$ cat config.mk
export PLATFORM = sky130hd
export DESIGN_NAME = pc_fetch_unit
export DESIGN_NICKNAME = d
export VERILOG_FILES = /design/src/rtl/pc_fetch_pkg.sv /design/src/rtl/pc_fetch_unit_next_pc.sv /design/src/rtl/pc_fetch_unit.sv
export SDC_FILE = /design/constraint.sdc
export NUM_CORES = 1
export LEC_CHECK = 0
export CORE_AREA = 2 2 101 123
export DETAILED_ROUTE_END_ITERATION = 10
export DIE_AREA = 0 0 103 125
export DONT_BUFFER_PORTS = 1
export PLACE_DENSITY = 0.64
export SYNTH_ARGS = -nofsm -noshare
export SYNTH_HDL_FRONTEND = slang
export SYNTH_SLANG_ARGS = --single-unit
$ cat constraint.sdc
create_clock -name CLK -period 4 [get_ports CLK]
set_input_delay 0.8 -clock CLK [delete_from_list [all_inputs] [get_ports CLK]]
set_output_delay 0.8 -clock CLK [all_outputs]
set_load 0.03 [all_outputs]
$ cat src/rtl/pc_fetch_pkg.sv
// Shared definitions for the PC fetch unit:
// FSM encodings, PC step and instruction field positions.
package pc_fetch_pkg;

  typedef enum logic [1:0] {
    S_START = 2'd0,
    S_FETCH = 2'd1,
    S_EXEC  = 2'd2
  } state_t;

  localparam logic [31:0] PC_INCR = 32'd4;

  localparam int OPC_MSB = 31;
  localparam int OPC_LSB = 24;
  localparam int OFF_MSB = 23;
  localparam int OFF_LSB = 16;
  localparam int OFF_W   = OFF_MSB - OFF_LSB + 1;

endpackage

$ cat src/rtl/pc_fetch_unit_next_pc.sv
// Combinational next-PC select: sequential, jump,
// or taken branch (jump wins over branch).
module next_pc_logic
  import pc_fetch_pkg::*;
(
  input  logic [31:0]      PC,
  input  logic [OFF_W-1:0] OFFSET,
  input  logic             JUMPENABLE,
  input  logic             BRANCHENABLE,
  input  logic             ZERO,
  output logic [31:0]      NEXT_PC
);

  logic [31:0] pc_plus4;
  logic [31:0] off_ext;
  logic [31:0] target;
  logic        take;

  assign pc_plus4 = PC + PC_INCR;
  assign off_ext  = {{(32-OFF_W-2){OFFSET[OFF_W-1]}},
                     OFFSET, 2'b00};
  assign target   = pc_plus4 + off_ext;
  assign take     = JUMPENABLE | (BRANCHENABLE & ZERO);

  // Pick the redirect target or fall through
  always_comb begin
    NEXT_PC = pc_plus4;
    if (take) NEXT_PC = target;
  end

endmodule

$ cat src/rtl/pc_fetch_unit.sv
// Fetch unit: start / fetch / execute sequencer that
// holds the PC and latches the fetched instruction.
module pc_fetch_unit
  import pc_fetch_pkg::*;
#(
  parameter logic [31:0] PC_RESET = 32'h0
) (
  input  logic        CLK,
  input  logic        RESET,
  input  logic        INSTR_BUSYWAIT,
  input  logic [31:0] INSTR_READDATA,
  input  logic        DATA_BUSYWAIT,
  input  logic        JUMPENABLE,
  input  logic        BRANCHENABLE,
  input  logic        ZERO,
  output logic        INSTR_READ,
  output logic [31:0] PC,
  output logic [31:0] INSTRUCTION,
  output logic        INSTR_VALID
);

  state_t      state_q;
  logic [31:0] pc_q;
  logic [31:0] instr_q;
  logic        read_q;
  logic        valid_q;
  logic [31:0] next_pc_d;

  next_pc_logic u_next_pc (
    .PC           (pc_q),
    .OFFSET       (instr_q[OFF_MSB:OFF_LSB]),
    .JUMPENABLE   (JUMPENABLE),
    .BRANCHENABLE (BRANCHENABLE),
    .ZERO         (ZERO),
    .NEXT_PC      (next_pc_d)
  );

  // Sequencer with registered read/valid outputs
  always_ff @(posedge CLK or negedge RESET) begin
    if (!RESET) begin
      state_q <= S_START;
      pc_q    <= PC_RESET;
      instr_q <= 32'h0;
      read_q  <= 1'b0;
      valid_q <= 1'b0;
    end else begin
      unique case (state_q)
        S_START: begin
          state_q <= S_FETCH;
          read_q  <= 1'b1;
          valid_q <= 1'b0;
        end
        S_FETCH: begin
          if (!INSTR_BUSYWAIT) begin
            instr_q <= INSTR_READDATA;
            state_q <= S_EXEC;
            read_q  <= 1'b0;
            valid_q <= 1'b1;
          end
        end
        S_EXEC: begin
          if (!DATA_BUSYWAIT) begin
            pc_q    <= next_pc_d;
            state_q <= S_FETCH;
            read_q  <= 1'b1;
            valid_q <= 1'b0;
          end
        end
        default: begin
          state_q <= S_START;
          read_q  <= 1'b0;
          valid_q <= 1'b0;
        end
      endcase
    end
  end

  assign PC          = pc_q;
  assign INSTRUCTION = instr_q;
  assign INSTR_READ  = read_q;
  assign INSTR_VALID = valid_q;

endmodule

==> qor.txt <==
routing usage on met3: 6.37%
Setup Skew: 11.4 ps
Max Buffers Root-to-Sink: 2
post-synthesis sequential area ratio: 32.4%
grt met1 use: 25.7%
Setup crit end kind: register
Post-synth top flop: dfrtp_1
number of H-tree levels: 3
clk_lat worst skew: 340 ps
Yosys Warn Count: 0
Root Driver: clkbuf_16
reg2reg setup slack: 170 ps
leading cell type in the layout, fill and taps excluded: dfrtp_1
Die H: 125 um
M2 GR Usage: 34.4%
library cells used by synthesis: 69
Total GRT Usage: 21.1%
FP Rows: 44
Finish-stage setup viols: 0
worst setup path startpoint: PC[3]$_DFFE_PN0P_
area grow syn2layout: 15.3%
Iteration-0 DRC Markers: 243
antenna violations before repair: 0
Critical-path top delay cell: mux4_2
gpl congestion: 0.891
Die X: 103 um
DRT Wirelength: 13.3 mm
most frequent cells in the layout: dfrtp_1 (64), nand2_1 (54), nor2_1 (48), o21ai_0 (46), a21oi_1 (44)
crit start category: register
CP Depth: 17
Non-Filler Instances: 755
CP Max Fanout: 7
Worst-path clk slew: 60 ps
drt pass-1 iters: 5
die area: 12900 um^2
TritonCTS buffer count: 9
Tcrit/Tclk final: 95.8%
max-slew violation count: 0
worst path cell trace: buf_4, nand2_1, nor3_1, buf_4, nand2_1, nor2_2, buf_4, nand2_1, nor2_2, xor2_1, ha_1, nand4_1, or3_1, o221ai_2, mux4_2, o211ai_1, nand3_1
Post-synth ARST share: 100%
TritonCTS Sinks: 64
Worst Path Arrival: 4040 ps
nets: 666
#FFs+latches synth: 64
Port Buf Inserts: 0
vias post-DR: 4405
max incr delay on CP: 540 ps
Post-CTS Hold Fix Bufs: 0
initial core utilization: 41.9%
Setup CP Type: reg -> reg
total core area: 11800 um^2
Post-synth EDFFs: 0
CTS tree: yes
reg2reg end: PC[31]$_DFFE_PN0P_
dpl hpwl: 9.82 mm
critical path endpoint: PC[31]$_DFFE_PN0P_
cell family with most CP delay: simple AND/OR/NAND/NOR gates
WL per Instance: 17.7 um
placed cell count: 736
r2r worst-path depth: 17
WP buf/inv: 3
number of global-route vias before repair: 4449
# DRC: 0
first-pass GRT wire length: 21.6 mm
Final Hold Vio Count: 0
Slew headroom: 48.2%
Routed Antenna Nets: 0
Hold Crit Class: in -> async
Syn Inst Count: 558
grt ovf: 0
RSZ-0062 raised after global routing: yes
largest net degree at the start of global routing: 65
# IOs: 105
result of the run: finished clean
maximum clock rate: 261 MHz
fin crit period: 3830 ps
mapped cell area: 4940 um^2
n_diodes: 0
max_cap viols: 0
syn_area_per_cell: 8.85 um^2
slew of the pin with the lowest slew margin: 777 ps
vias per inst: 5.83
Crit path required time: 4210 ps
GR peak layer: met2
Crit Reg-Reg Startpoint: PC[3]$_DFFE_PN0P_
layout cell share with drive strength beyond 1: 19.2%
## metrics by stage
stage	setup WS [ps]	hold WS, ps	cell area (um^2)	TNS (ps)	utilization [%]
floorplan	79.8	504	4940	0	-
global placement	265	506	5350	0	45.4
detailed placement	144	506	5350	0	45.4
CTS	95.1	146	5650	0	48.0
global route	-23.4	145	5700	-32.8	48.4
finish	170	156	5700	0	48.4
## flip-flops by register name (all words and copies together), names as in the netlist
name,cells
INSTRUCTION,32
state_q,1
PC,30
INSTR_READ,1
## logic make-up after synthesis
logic type / share of synthesized area, %
adder cells (fa/ha/maj): 9.77
AO/OA/AOI/OAI: 21.2
other: 0.0759
buffers and inverters: 2.41
flip-flops: 32.4
AND/OR/NAND/NOR: 17.8
multiplexers: 8.15
XOR/XNOR: 8.15
## area by class of cell
| cell class | count | area (um^2) |
|---|---|---|
| repair buffers | 39 | 293 |
| inverters | 9 | 33.8 |
| well taps | 161 | 201 |
| fillers | 1132 | 6080 |
| flip-flops and latches | 64 | 1600 |
| multi-input cells | 466 | 3260 |
| clock inverters | 6 | 67.6 |
| clock buffers | 10 | 239 |
## per-layer routing
layer  wire (um)  up-vias  part of all wire [%]
li1            -     2108                     -
met1        5430     2090                    41
met2        6500      181                    49
met3        1060       26                   7.9
met4         362        0                   2.7
met5           0        -                     0
## worst min-delay path by stage
stage,startpoint,to,cells past startpoint
final,RESET,INSTRUCTION[14]$_DFFE_PN0P_,0
after CTS,RESET,INSTRUCTION[2]$_DFFE_PN0P_,0
after global routing,RESET,INSTRUCTION[2]$_DFFE_PN0P_,0
after detailed placement,RESET,INSTRUCTION[14]$_DFFE_PN0P_,0
after floorplan,RESET,INSTRUCTION[0]$_DFFE_PN0P_,0
after global placement,RESET,INSTRUCTION[14]$_DFFE_PN0P_,0
## synthesized netlist by cell type, types with 2 or more instances
master | n | area (um^2)
and3_1 | 8 | 50.1
a21oi_1 | 45 | 225
nand4_1 | 11 | 68.8
nand3_1 | 18 | 90.1
a21bo_2 | 2 | 20.0
inv_1 | 9 | 33.8
buf_4 | 2 | 15.0
nand2b_1 | 4 | 25.0
nor3_1 | 7 | 35.0
nor4_1 | 5 | 31.3
and2_1 | 6 | 37.5
o21ai_0 | 46 | 230
or3_1 | 3 | 18.8
nor2b_1 | 2 | 12.5
xor2_1 | 16 | 140
a31oi_1 | 5 | 31.3
o21bai_1 | 4 | 30.0
nor2_1 | 49 | 184
a31o_2 | 2 | 17.5
a21o_1 | 15 | 113
o211ai_1 | 2 | 15.0
nand2_1 | 55 | 206
ha_1 | 37 | 463
nor2_2 | 2 | 12.5
dfrtp_1 | 64 | 1600
a22o_1 | 2 | 17.5
a22oi_1 | 5 | 37.5
a211oi_1 | 6 | 45.0
clkbuf_1 | 16 | 60.1
and4_1 | 3 | 26.3
xnor2_1 | 30 | 263
mux2i_1 | 2 | 20.0
o22ai_1 | 6 | 37.5
mux2_2 | 32 | 360
o21a_1 | 3 | 22.5
## what timing repair did
action                                  4_1_cts  5_1_grt
endpoints found under the hold margin         0        0
gates resized for setup                       0        5
endpoints found under the setup margin        0        2
setup buffers                                 0        3
Power is not shown: default switching activity piles up to over one toggle a cycle in this logic, so the estimate is an artifact.
